`config.mk`:
```
export PLATFORM = sky130hd
export DESIGN_NAME = button_cmd_decoder
export DESIGN_NICKNAME = d
export VERILOG_FILES = /design/src/rtl/btn_cmd_pkg.sv /design/src/rtl/cmd_fifo.sv /design/src/rtl/button_cmd_decoder.sv
export SDC_FILE = /design/constraint.sdc
export NUM_CORES = 1
export LEC_CHECK = 0
export CAP_MARGIN = 20
export CORE_ASPECT_RATIO = 1.25
export CORE_UTILIZATION = 60
export CTS_CLUSTER_SIZE = 12
export DETAILED_ROUTE_END_ITERATION = 10
export DONT_BUFFER_PORTS = 1
export PLACE_DENSITY = 0.76
export SLEW_MARGIN = 20
export SYNTH_ARGS = -nofsm -noshare
export SYNTH_HDL_FRONTEND = slang
export SYNTH_HIERARCHICAL = 1
export SYNTH_SLANG_ARGS = --single-unit
```
`constraint.sdc`:
```
create_clock -name clk -period 3.2 [get_ports clk]
set_input_delay 0.48 -clock clk [delete_from_list [all_inputs] [get_ports clk]]
set_output_delay 0.48 -clock clk [all_outputs]
set_load 0.01 [all_outputs]
```
`src/rtl/btn_cmd_pkg.sv`:
```
`default_nettype none
// ============================================================================
// Module   : btn_cmd_pkg
// Brief    : Press-code constants and code-to-command decode helpers.
// Revision : 1.0 - initial release
// ============================================================================
package btn_cmd_pkg;

    localparam logic [2:0] CODE_NEXT     = 3'd0;
    localparam logic [2:0] CODE_RET_LAST = 3'd1;
    localparam logic [2:0] CODE_CONFIRM  = 3'd2;
    localparam logic [2:0] CODE_DELETE   = 3'd3;
    localparam logic [2:0] CODE_RET_INIT = 3'd4;
    localparam logic [2:0] CODE_IDLE     = 3'd7;

    localparam int NUM_CMDS = 5;

    function automatic logic is_cmd_code(input logic [2:0] code);
        return (code <= CODE_RET_INIT);
    endfunction

    function automatic logic is_illegal_code(input logic [2:0] code);
        return (code == 3'd5) || (code == 3'd6);
    endfunction

    function automatic logic [NUM_CMDS-1:0] code_to_onehot(input logic [2:0] code);
        logic [NUM_CMDS-1:0] onehot;
        onehot = '0;
        for (int i = 0; i < NUM_CMDS; i++) begin
            onehot[i] = (code == 3'(i));
        end
        return onehot;
    endfunction

endpackage
`default_nettype wire

```
`src/rtl/cmd_fifo.sv`:
```
`default_nettype none
// ============================================================================
// Module   : cmd_fifo
// Brief    : Generic synchronous FIFO with free-running wrap-around counters.
// Revision : 1.0 - initial release
// ============================================================================
module cmd_fifo #(
    parameter int  WIDTH  = 3,
    parameter int  DEPTH  = 4,
    localparam int ADDR_W = $clog2(DEPTH)
) (
    input  logic              clk,
    input  logic              rst_n,
    input  logic              i_push,
    input  logic              i_pop,
    input  logic [WIDTH-1:0]  i_data,
    output logic [WIDTH-1:0]  o_data,
    output logic              o_full,
    output logic              o_empty,
    output logic [ADDR_W:0]   o_level
);

    generate
        if ((DEPTH < 2) || ((DEPTH & (DEPTH - 1)) != 0)) begin : g_bad_depth
            $error("cmd_fifo: DEPTH must be a power of two and at least 2");
        end
    endgenerate

    logic [WIDTH-1:0] r_mem [DEPTH];
    logic [ADDR_W:0]  r_wr_cnt;
    logic [ADDR_W:0]  r_rd_cnt;
    logic             w_pop_fire;
    logic             w_push_fire;

    // The extra counter bit distinguishes full from empty when the indices match.
    assign o_level     = r_wr_cnt - r_rd_cnt;
    assign o_full      = (o_level == (ADDR_W+1)'(DEPTH));
    assign o_empty     = (o_level == '0);
    assign w_pop_fire  = i_pop && !o_empty;
    assign w_push_fire = i_push && (!o_full || w_pop_fire);
    assign o_data      = r_mem[r_rd_cnt[ADDR_W-1:0]];

    always_ff @(posedge clk or negedge rst_n) begin
        if (!rst_n) begin
            r_wr_cnt <= '0;
            r_rd_cnt <= '0;
        end else begin
            if (w_push_fire) begin
                r_wr_cnt <= r_wr_cnt + 1'b1;
            end
            if (w_pop_fire) begin
                r_rd_cnt <= r_rd_cnt + 1'b1;
            end
        end
    end

    always_ff @(posedge clk) begin
        if (w_push_fire) begin
            r_mem[r_wr_cnt[ADDR_W-1:0]] <= i_data;
        end
    end

endmodule
`default_nettype wire

```
`src/rtl/button_cmd_decoder.sv`:
```
`default_nettype none
// ============================================================================
// Module   : button_cmd_decoder
// Brief    : Edge-detects debounced press codes and queues one-hot commands.
// Revision : 1.0 - initial release
// ============================================================================
module button_cmd_decoder
    import btn_cmd_pkg::*;
#(
    parameter int DEPTH  = 4,
    parameter int ADDR_W = 2
) (
    input  logic                clk,
    input  logic                rst_n,
    input  logic [2:0]          i_press,
    output logic                o_cmd_valid,
    input  logic                i_cmd_ready,
    output logic [NUM_CMDS-1:0] o_cmd,
    output logic [2:0]          o_cmd_code,
    output logic [ADDR_W:0]     o_level,
    output logic                o_overflow,
    output logic                o_bad_code,
    input  logic                i_clr_flags
);

    logic [2:0] r_press_prev;
    logic       r_overflow;
    logic       r_bad_code;
    logic       w_event;
    logic       w_pop;
    logic       w_full;
    logic       w_empty;
    logic       w_drop;
    logic [2:0] w_head;

    assign w_event = is_cmd_code(i_press) && (i_press != r_press_prev);
    assign w_pop   = !w_empty && i_cmd_ready;
    assign w_drop  = w_event && w_full && !w_pop;

    cmd_fifo #(
        .WIDTH (3),
        .DEPTH (DEPTH)
    ) u_fifo (
        .clk     (clk),
        .rst_n   (rst_n),
        .i_push  (w_event),
        .i_pop   (w_pop),
        .i_data  (i_press),
        .o_data  (w_head),
        .o_full  (w_full),
        .o_empty (w_empty),
        .o_level (o_level)
    );

    // Illegal codes still update the history so a later valid code edge-detects cleanly.
    always_ff @(posedge clk or negedge rst_n) begin
        if (!rst_n) begin
            r_press_prev <= CODE_IDLE;
        end else begin
            r_press_prev <= i_press;
        end
    end

    // Set has priority over clear so no event is lost to a coincident clear.
    always_ff @(posedge clk or negedge rst_n) begin
        if (!rst_n) begin
            r_overflow <= 1'b0;
            r_bad_code <= 1'b0;
        end else begin
            if (w_drop) begin
                r_overflow <= 1'b1;
            end else if (i_clr_flags) begin
                r_overflow <= 1'b0;
            end
            if (is_illegal_code(i_press)) begin
                r_bad_code <= 1'b1;
            end else if (i_clr_flags) begin
                r_bad_code <= 1'b0;
            end
        end
    end

    assign o_cmd_valid = !w_empty;
    assign o_cmd_code  = w_empty ? CODE_IDLE : w_head;
    assign o_cmd       = w_empty ? '0 : code_to_onehot(w_head);
    assign o_overflow  = r_overflow;
    assign o_bad_code  = r_bad_code;

endmodule
`default_nettype wire

```
=== Word level (Yosys, flattened, before mapping) ===
Memories as Yosys holds them, arrays and structs flattened.
Cells that the tools add are included.

* Flip-flop bits (word level): 11
* Memory bits (writable): 12
* Bits of input ports: 7
* Word-level logic and storage cells: 40
* Memories: 1

{| class="wikitable"
|+ Memories
! name !! depth !! bits a word !! rd ports !! clocked after Yosys merged registers in !! write ports !! line !! RTL
|-
| u_fifo.r_mem || 4 || 3 || 1 || 0 || 1 || cmd_fifo.sv:29 || <nowiki>logic [WIDTH-1:0] r_mem [DEPTH];</nowiki>
|}

* Add/subtract/negate cells: 3
* Order comparisons: 1
* Equality and inequality tests: 8
* Muxes and demuxes: 7
* Reductions and logical operators: 15

{| class="wikitable"
|+ Operators with widths
! kind !! count
|-
| 3-bit equality test (second input constant) || 4
|-
| 3-bit by 1-bit adder with 3-bit output (second input constant) || 2
|-
| 3-bit by 2-bit equality test with 1-bit output (second input constant) || 2
|-
| 1-bit logical AND || 6
|-
| 3-bit logical NOT || 2
|-
| 1-bit two-way mux || 5
|-
| 5-bit two-way mux || 1
|-
| 2-bit nonzero test || 2
|-
| 3-bit by 1-bit equality test with 1-bit output (second input constant) || 1
|-
| 3-bit <= comparator (second input constant) || 1
|-
| 1-bit logical NOT || 3
|-
| 3-bit two-way mux || 1
|-
| 3-bit != test || 1
|-
| 3-bit subtractor || 1
|-
| 1-bit logical OR || 2
|}

=== Logic depth before layout (Yosys ltp) ===
Gate-level depths: netlist of run 1.

* Depth in word-level cells: 9
* Depth in mapped cells: 9
* Mapped depth without buffers: 9

=== Modules after synthesis ===
The synthesis of run 1 kept the hierarchy.

{| class="wikitable"
|+ By module, submodules not included
! module !! times used !! cells each !! area each (um^2)
|-
| cmd_fifo || 1 || 50 || 837.1
|-
| button_cmd_decoder || 1 || 33 || 319.1
|}

=== Worst setup path before layout of run 1 ===
Ideal clock, no wire load.

* Path kind: reg-to-output
* From: reg u_fifo.r_rd_cnt[0]
* To: out o_cmd[4]
* Arrival time: 2.326 ns
* Data required time: 2.720 ns
* Path slack: 0.394 ns
* Stages on the path, launching flop included: 8
* Cell sequence: dfrtp_1 ha_1 fa_1 xnor3_1 inv_1 nor2_1 or2_1 nor3b_1

* Cells in the longest elaborated chain, start to end: 3

{| class="wikitable"
|+ Ends and longest elaborated chain
! element !! line !! RTL
|-
| start, declared || cmd_fifo.sv:31 || <nowiki>logic [ADDR_W:0] r_rd_cnt;</nowiki>
|-
| start signal, assigned || cmd_fifo.sv:52 || <nowiki>r_rd_cnt <= r_rd_cnt + 1'b1;</nowiki>
|-
| 3-bit subtractor || cmd_fifo.sv:36 || <nowiki>assign o_level = r_wr_cnt - r_rd_cnt;</nowiki>
|-
| net o_level[2] || button_cmd_decoder.sv:20 || <nowiki>output logic [ADDR_W:0] o_level,</nowiki>
|-
| 3-bit logical NOT || cmd_fifo.sv:38 || <nowiki>assign o_empty = (o_level == '0);</nowiki>
|-
| net w_empty || button_cmd_decoder.sv:32 || <nowiki>logic w_empty;</nowiki>
|-
| 5-bit two-way mux || button_cmd_decoder.sv:85 || <nowiki>assign o_cmd = w_empty ? '0 : code_to_onehot(w_head);</nowiki>
|-
| end, declared || button_cmd_decoder.sv:18 || <nowiki>output logic [NUM_CMDS-1:0] o_cmd,</nowiki>
|}

The timed path passes the listed nets, and every way through them passes these cells.

=== Worst setup path after layout of run 1 ===
* From: reg u_fifo.r_wr_cnt[0]
* To: out o_cmd[4]

* Cells in the longest elaborated chain, start to end: 3

{| class="wikitable"
|+ Ends and longest elaborated chain
! element !! line !! RTL
|-
| start, declared || cmd_fifo.sv:30 || <nowiki>logic [ADDR_W:0] r_wr_cnt;</nowiki>
|-
| start signal, assigned || cmd_fifo.sv:49 || <nowiki>r_wr_cnt <= r_wr_cnt + 1'b1;</nowiki>
|-
| 3-bit subtractor || cmd_fifo.sv:36 ||
|-
| net o_level[2] || button_cmd_decoder.sv:20 ||
|-
| 3-bit logical NOT || cmd_fifo.sv:38 ||
|-
| net w_empty || button_cmd_decoder.sv:32 ||
|-
| 5-bit two-way mux || button_cmd_decoder.sv:85 ||
|}

The timed path passes the listed nets, and every way through them passes these cells.

==> reports/qor.txt, run 1 <==
Yosys warnings -> 6
Area grow syn2layout -> 10.3%
Switching Power -> 0.589 mW
Synth area leaders -> edfxtp_1 31%, dfrtp_1 17%, dfstp_2 6.8%
CTS tree -> built
Layout Skew -> 0.0132 ns
DIE AREA -> 2110 um^2
All-Layer GR Usage -> 19.4%
WL met1 -> 730 um
Synth Instances -> 83
Die height -> 51.1 um
Worst path arrival time -> 2.42 ns
Area share of the largest cell type after synthesis -> 31.2%
Mapped Area -> 1160 um^2
Combinational share of power -> 57.4%
Largest net degree at the start of global routing -> 13
Sequential share of power -> 33.7%
Final WS setup -> 0.304 ns
CTS HTree Levels -> 1
Int Pwr -> 0.777 mW
Final Power -> 1.37 mW
Worst slew pin tran -> 0.361 ns
Maximum fanout along the worst path -> 5
Avg Cell Area, Syn -> 13.9 um^2
Cts bufs inserted -> 3
# IOs -> 21
Seq/Total Area, Yosys -> 55.3%
Initial core utilization -> 64.7%
Clk root buf -> clkbuf_4
Sw Ratio -> 43.1%
Share of post-route cells with drive strength above 1 -> 24.2%
Reg clk slew, reported paths -> 0.12 ns
RSZ-0062 raised after global routing -> no
Cell variety after synth -> 31
Placer's final routability congestion estimate -> 0.787
WL met2 -> 910 um
Most frequent cells in the layout -> 12 x edfxtp_1, 8 x inv_1, 8 x dfrtp_1, 6 x ha_1
Final number of hold-violating endpoints -> 0
Die W -> 41.3 um
CP Cell Sequence -> inv_1 > ha_1 > fa_1 > xnor3_2 > inv_2 > nor2_2 > or2_4 > nor3b_4
Peak VDD IR -> 0.574 mV
Max Fclk -> 0.345 GHz
# rows -> 17
Sink Count -> 23
Wirelength per Cell -> 15.6 um
Vias/cell -> 5.97
Gr ovfl total -> 0
Hold WS -> 0.181 ns
N_diodes -> 0
Dpl ws -> 0.210 ns
Initial antenna violation count -> 0
Detail Route Antenna Nets -> 0
Critical Path RT -> 2.72 ns
Crit-path slowest cell -> dfrtp_1
Area leader, netlist -> edfxtp_1
Synth Register Bits -> 23
Period utilisation layout -> 90.5%
LEAKAGE -> 0.511 nW
Bufs on Longest Clock Path -> 2
Post-layout min period -> 2.90 ns
Worst slew margin -> 75.9%
Core area -> 1790 um^2
Critical Path Sink Type -> primary output
Number of I/O port buffers -> 0
Most common cell after layout, fill and taps aside -> edfxtp_1
Initial DRC count -> 13
Post-DP Area -> 1190 um^2
Nets -> 106
First-pass GRT wire length -> 2.70 mm
Worst hold path depth -> 0
Total negative slack -> 0 ns
Critical path type -> reg -> out
Worst-skew pair later-pin latency -> 0.29 ns
Pins over their slew limit -> 0
Post-route DRC -> 0
Clock network fraction of total power -> 8.9%
Status -> complete, no violations
Syn_nets -> 97
Met3 Wirelength -> 74 um
CP max stage delay -> 0.40 ns
Final HPWL DP -> 1.39 mm
R2R cell count -> 10
Max-cap violations -> 0
Pwr dens -> 1070 nW/um^2
Critical Path Source Type -> register
Post-CTS setup buffer count -> 0
Max layer used -> met3
Finished Cell Area -> 1270 um^2
Vias post-DR -> 657
Final WL -> 1.72 mm
HP Class -> in -> reg
Router iterations before antenna repair -> 2
Final setup viols -> 0
Vias in the first global route -> 661
==> critical path, delay by kind of cell, from the launching register on <==
| family | cells | cell delay [ns] |
|---|---|---|
| xor gates and xnor gates | 1 | 0.27 |
| DFF | 1 | 0.40 |
| adders and majority gates | 2 | 0.59 |
| and+or+nand+nor | 3 | 0.63 |
| buffers and inverters | 2 | 0.24 |
==> per-layer routing <==
| metal | vias to the layer above | global-route usage [%] |
|---|---|---|
| li1 | 315 | - |
| met1 | 321 | 25.3 |
| met2 | 21 | 31.8 |
| met3 | 0 | 3.04 |
| met4 | 0 | 6.45 |
| met5 | - | 0 |
==> synth_stat cells <==
cell and number:
o21ai_0 2, xnor2_1 3, ha_1 6, mux2_4 1, o311a_1 1, and2_1 3, mux2_2 1, edfxtp_1 12
o21ai_1 1, o211ai_1 2, dfrtp_1 8, mux4_2 3, nand3b_1 1, xor2_1 3, nand2_1 4, or3_4 1
dfstp_2 3, nor2b_1 1, nor2_1 5, and3_1 1, nor3b_1 2, or4bb_1 1, fa_1 1, or2_1 2
o31a_1 1, inv_1 9, nand2b_1 1, a2111oi_4 1, nor3_1 1, xnor3_1 1, o41ai_1 1
==> power groups by stage <==
stage	Sequential, mW	Combinational (mW)	Clock [mW]
CTS	0.462	0.738	0.128
detailed placement	0.468	0.706	0
global placement	0.465	0.676	0
global route	0.468	0.896	0.139
floorplan	0.464	0.563	0
finish	0.460	0.784	0.122
==> flip-flops by register name, indices dropped and copies added, names as in the netlist <==
signal / cells
u_fifo/r_mem: 12
r_press_prev: 3
u_fifo/r_rd_cnt: 3
u_fifo/r_wr_cnt: 3
o_bad_code: 1
o_overflow: 1
==> cell families (layout without fill, tap and decap cells) <==
kind of cell / Yosys count / after routing / synth area share, %
muxes: 5 / 5 / 8.12
DFF: 23 / 23 / 55.3
xor gates and xnor gates: 7 / 7 / 6.49
buffers and inverters: 9 / 17 / 2.92
adders and majority gates: 7 / 7 / 8.23
AOI/OAI and AO/OA: 9 / 9 / 7.36
and+or+nand+nor: 23 / 23 / 11.6
==> area by class of cell <==
type	count	area (um^2)
Clock buffer	4	26.3
Fill cell	116	512
Inverter	9	33.8
Multi-Input combinational cell	51	517
Sequential cell	23	639
Tap cell	19	23.8
Timing Repair Buffer	4	35.0
==> per-stage QoR <==
| step | cells | utilization (%) |
|---|---|---|
| 5_1_grt | 110 | 71.4 |
| 2_1_floorplan | 83 | - |
| 6_report | 110 | 71.4 |
| 4_1_cts | 109 | 69.7 |
| 3_5_place_dp | 104 | 66.9 |
| 3_3_place_gp | 104 | 66.9 |
==> worst paths after layout <==
check | slack, ns | end | from
max | 0.30 | o_cmd[4] | u_fifo/r_wr_cnt[0]$_DFFE_PN0P_
min | 0.18 | r_press_prev[2]$_DFF_PN1_ | i_press[2]
max reg2reg | 0.59 | u_fifo/r_wr_cnt[2]$_DFFE_PN0P_ | u_fifo/r_wr_cnt[0]$_DFFE_PN0P_
min reg2reg | 0.49 | u_fifo/r_rd_cnt[2]$_DFFE_PN0P_ | u_fifo/r_rd_cnt[2]$_DFFE_PN0P_
max in group asynchronous | 2.43 | u_fifo/r_rd_cnt[1]$_DFFE_PN0P_ | rst_n
min in group asynchronous | 0.51 | u_fifo/r_wr_cnt[1]$_DFFE_PN0P_ | rst_n
==> timing repair <==
item,4_1_cts,5_1_grt
resized for setup,4,5
pin swaps,1,2
setup endpoints to repair,3,5
hold buffers,1,1
hold endpoints to repair,8,3
Note: power is estimated with default switching activity, not from simulation.
==> run 2, diff against run 1 <==
--- a/config.mk
+++ b/config.mk
@@ -5,13 +5,14 @@
 export SDC_FILE = /design/constraint.sdc
 export NUM_CORES = 1
 export LEC_CHECK = 0
+export ABC_AREA = 1
 export CAP_MARGIN = 20
 export CORE_ASPECT_RATIO = 1.25
-export CORE_UTILIZATION = 60
+export CORE_UTILIZATION = 61
 export CTS_CLUSTER_SIZE = 12
 export DETAILED_ROUTE_END_ITERATION = 10
 export DONT_BUFFER_PORTS = 1
-export PLACE_DENSITY = 0.76
+export PLACE_DENSITY = 0.77
 export SLEW_MARGIN = 20
 export SYNTH_ARGS = -nofsm -noshare
 export SYNTH_HDL_FRONTEND = slang
==> reports/qor.txt, run 2 <==
CTS HTree Levels -> 1 (unchanged)
Worst-skew pair later-pin latency -> 0.30 ns (was 0.29 ns)
Fillcell total -> 144 (was 116)
Critical Path RT -> 2.72 ns (about the same)
Max reg flops -> 12 (unchanged)
Final WS setup -> 0.206 ns (was 0.304 ns)
Min-delay src -> i_press[2] (unchanged)
Vias in the first global route -> 874 (was 661)
CP top delay family -> simple AND/OR/NAND/NOR gates (unchanged)
Critical Path Sink Type -> primary output (unchanged)
Combinational share of power -> 55.2% (was 57.4%)
Most frequent cells in the layout -> 29 x nand2_1, 28 x inv_1, 12 x nor2_1, 12 x edfxtp_1 (was 12 x edfxtp_1, 8 x inv_1, 8 x dfrtp_1, 6 x ha_1)
Vias/cell -> 5.60 (was 5.97)
Synth area leaders -> edfxtp_1 29%, dfrtp_1 16%, nand2_1 8.9% (was edfxtp_1 31%, dfrtp_1 17%, dfstp_2 6.8%)
Flop2flop setup slack -> 0.48 ns (was 0.59 ns)
Worst r2r src -> u_fifo/r_wr_cnt[0]$_DFFE_PN0P_ (unchanged)
Placer's final routability congestion estimate -> 0.880 (was 0.787)
Critical path type -> reg -> out (unchanged)
Number of I/O port buffers -> 0 (unchanged)
Most frequent CP cell -> inv_1
Wirelength per Cell -> 13.5 um (was 15.6 um)
Async SR Flop Fraction -> 47.8% (unchanged)
Initial core utilization -> 67.2% (was 64.7%)
Reg clk slew, reported paths -> 0.12 ns (about the same)
Avg Cell Area, Syn -> 9.10 um^2 (was 13.9 um^2)
Area leader, netlist -> edfxtp_1 (unchanged)
Resized cells post-CTS -> 0 (was 4)
Worst slew pin tran -> 0.516 ns (was 0.361 ns)
Peak VDD IR -> 0.540 mV (was 0.574 mV)
Placed cell count -> 154 (was 104)
WP buf/inv -> 4 (was 2)
CTS tree -> built (unchanged)
Share of post-route cells with drive strength above 1 -> 10.7% (was 24.2%)
Detail Route Antenna Nets -> 0 (unchanged)
Most instantiated library cell after synthesis -> nand2_1 (was edfxtp_1)
Synth Flop Type -> edfxtp_1 (unchanged)
Total negative slack -> 0 ns (unchanged)
Final number of hold-violating endpoints -> 0 (unchanged)
Core area -> 1830 um^2 (was 1790 um^2)
Top post-synthesis cells by count -> 29 x nand2_1, 28 x inv_1, 12 x edfxtp_1, 12 x nor2_1 (was 12 x edfxtp_1, 9 x inv_1, 8 x dfrtp_1)
Post-synth EDFFs -> 12 (unchanged)
Sink Count -> 23 (unchanged)
RSZ-0062 raised after global routing -> no (unchanged)
Yosys warnings -> 6 (unchanged)
Mapped Area -> 1230 um^2 (was 1160 um^2)
Area grow syn2layout -> 4.99% (was 10.3%)
Clk root buf -> clkbuf_4 (unchanged)
Worst hold path depth -> 0 (unchanged)
Largest net degree at the start of global routing -> 14 (was 13)
Post-DP Area -> 1250 um^2 (was 1190 um^2)
Maximum fanout along the worst path -> 4 (was 5)
Syn_nets -> 149 (was 97)
Post-route DRC -> 0 (unchanged)
R2R cell count -> 12 (was 10)
Nets -> 155 (was 106)
Layout Skew -> 0.00612 ns (was 0.0132 ns)
HP Class -> in -> reg (unchanged)
Worst path arrival time -> 2.51 ns (was 2.42 ns)
# IOs -> 21 (unchanged)
Seq/Total Area, Yosys -> 52.0% (was 55.3%)
All-Layer GR Usage -> 22.1% (was 19.4%)
Cell variety after synth -> 22 (was 31)
Most common cell after layout, fill and taps aside -> nand2_1 (was edfxtp_1)
Sw Ratio -> 50.0% (was 43.1%)
Hold EP -> r_press_prev[2]$_DFF_PN1_ (unchanged)
Gr ovfl total -> 0 (unchanged)
Max Fclk -> 0.334 GHz (was 0.345 GHz)
Dpl ws -> 0.479 ns (was 0.210 ns)
Post-CTS setup buffer count -> 0 (unchanged)
Die height -> 52.2 um (was 51.1 um)
Vias post-DR -> 890 (was 657)
CP max stage delay -> 0.46 ns (was 0.40 ns)
Critical Path Source Type -> register (unchanged)
Pwr dens -> 1040 nW/um^2 (was 1070 nW/um^2)
Synth Register Bits -> 23 (unchanged)
Int Pwr -> 0.673 mW (was 0.777 mW)
Status -> complete, no violations (unchanged)
Crit-path slowest cell -> fa_1 (was dfrtp_1)
Initial antenna violation count -> 0 (unchanged)
Fin util -> 70.5% (was 71.4%)
Final WL -> 2.15 mm (was 1.72 mm)
CTS Hold Bufs -> 1 (unchanged)
Final HPWL DP -> 1.76 mm (was 1.39 mm)
Fin cells -> 159 (was 110)
Clock network fraction of total power -> 9.5% (was 8.9%)
Router iterations before antenna repair -> 4 (was 2)
Finished Cell Area -> 1290 um^2 (was 1270 um^2)
Area share of the largest cell type after synthesis -> 29.3% (was 31.2%)
First-pass GRT wire length -> 3.55 mm (was 2.70 mm)
Initial DRC count -> 16 (was 13)
CP Cell Sequence -> inv_1 > ha_1 > fa_1 > nand2_1 > inv_1 > nand3_2 > inv_1 > inv_1 > nand2_1 > nor3_1 (was inv_1 > ha_1 > fa_1 > xnor3_2 > inv_2 > nor2_2 > or2_4 > nor3b_4)
Final setup viols -> 0 (unchanged)
Post-layout min period -> 2.99 ns (was 2.90 ns)
Bufs on Longest Clock Path -> 2 (unchanged)
N_diodes -> 0 (unchanged)
Sequential share of power -> 35.2% (was 33.7%)
Switching Power -> 0.673 mW (was 0.589 mW)
LEAKAGE -> 0.626 nW (was 0.511 nW)
Worst slew margin -> 65.3% (was 75.9%)
Max-cap violations -> 0 (unchanged)
Pins over their slew limit -> 0 (unchanged)
Period utilisation layout -> 93.6% (was 90.5%)
# rows -> 17 (unchanged)
Synth Instances -> 135 (was 83)
Worst R2R End -> u_fifo/r_mem[2][2]$_DFFE_PP_ (was u_fifo/r_wr_cnt[2]$_DFFE_PN0P_)
Cts bufs inserted -> 3 (unchanged)
DIE AREA -> 2200 um^2 (was 2110 um^2)
Die W -> 42.1 um (was 41.3 um)
run 2: worst max path at each step:
stage	start	to	cells past startpoint
after global routing	u_fifo/r_wr_cnt[0]$_DFFE_PN0P_	o_cmd[4]	10
final	u_fifo/r_wr_cnt[0]$_DFFE_PN0P_	o_cmd[2]	10
after CTS	u_fifo/r_wr_cnt[0]$_DFFE_PN0P_	o_cmd[2]	10
after global placement	u_fifo/r_wr_cnt[0]$_DFFE_PN0P_	u_fifo/r_mem[1][1]$_DFFE_PP_	12
after floorplan	u_fifo/r_wr_cnt[0]$_DFFE_PN0P_	o_cmd[0]	10
after detailed placement	u_fifo/r_wr_cnt[0]$_DFFE_PN0P_	u_fifo/r_mem[1][1]$_DFFE_PP_	12
run 2: cell families (layout without fill, tap and decap cells):
group,Yosys count,count (layout),share of synthesized area [%]
adder cells (fa/ha/maj),7,7,7.74
flip-flops,23,23,52.0
XOR/XNOR,3,3,2.14
AO/OA/AOI/OAI,14,14,6.01
AND/OR/NAND/NOR,60,60,23.5
buffers and inverters,28,33,8.55
run 2: routing by layer:
metal  part of all wire (%)  global-route usage [%]  vias up
li1                       -                       -      436
met1                     40                    22.7      415
met2                     52                    41.7       31
met3                    4.8                    4.83        8
met4                    3.3                    12.0        0
met5                      0                       0        -
run 2: power groups by stage:
stage | Clock, mW | Sequential [mW] | Combinational, mW
6_report | 0.128 | 0.474 | 0.743
5_1_grt | 0.140 | 0.486 | 0.842
4_1_cts | 0.133 | 0.473 | 0.754
3_5_place_dp | 0 | 0.480 | 0.746
3_3_place_gp | 0 | 0.474 | 0.714
2_1_floorplan | 0 | 0.460 | 0.622
run 2: area by class of cell:
| class | instances | area, um^2 | area share, % |
|---|---|---|---|
| sequential | 23 | 639 | 49.6 |
| multi-input combinational | 84 | 484 | 37.5 |
| inverter | 28 | 105 | 8.15 |
| tap | 19 | 23.8 | 1.84 |
| clock buffer | 3 | 22.5 | 1.75 |
| timing repair buffer | 1 | 10.0 | 0.776 |
| clock inverter | 1 | 5.00 | 0.388 |
run 2: through the flow:
stage | power, mW | hold WS (ns)
6_report | 1.35 | 0.160
5_1_grt | 1.47 | 0.142
4_1_cts | 1.36 | 0.149
3_5_place_dp | 1.23 | 0.185
3_3_place_gp | 1.19 | 0.185
2_1_floorplan | 1.08 | 0.184
run 2: worst register-to-register path: cells and delay by family, from the launching register on:
kind / cells / cell delay, ns
DFF: 1 / 0.42
adders and majority gates: 2 / 0.68
buffers and inverters: 4 / 0.40
and+or+nand+nor: 6 / 0.92
==> run 3, diff against run 2 <==
--- a/config.mk
+++ b/config.mk
@@ -9,7 +9,6 @@
 export CAP_MARGIN = 20
 export CORE_ASPECT_RATIO = 1.25
 export CORE_UTILIZATION = 61
-export CTS_CLUSTER_SIZE = 12
 export DETAILED_ROUTE_END_ITERATION = 10
 export DONT_BUFFER_PORTS = 1
 export PLACE_DENSITY = 0.77
==> results of run 3 <==
The final DEF is identical to that of run 2; final timing and power are the same.
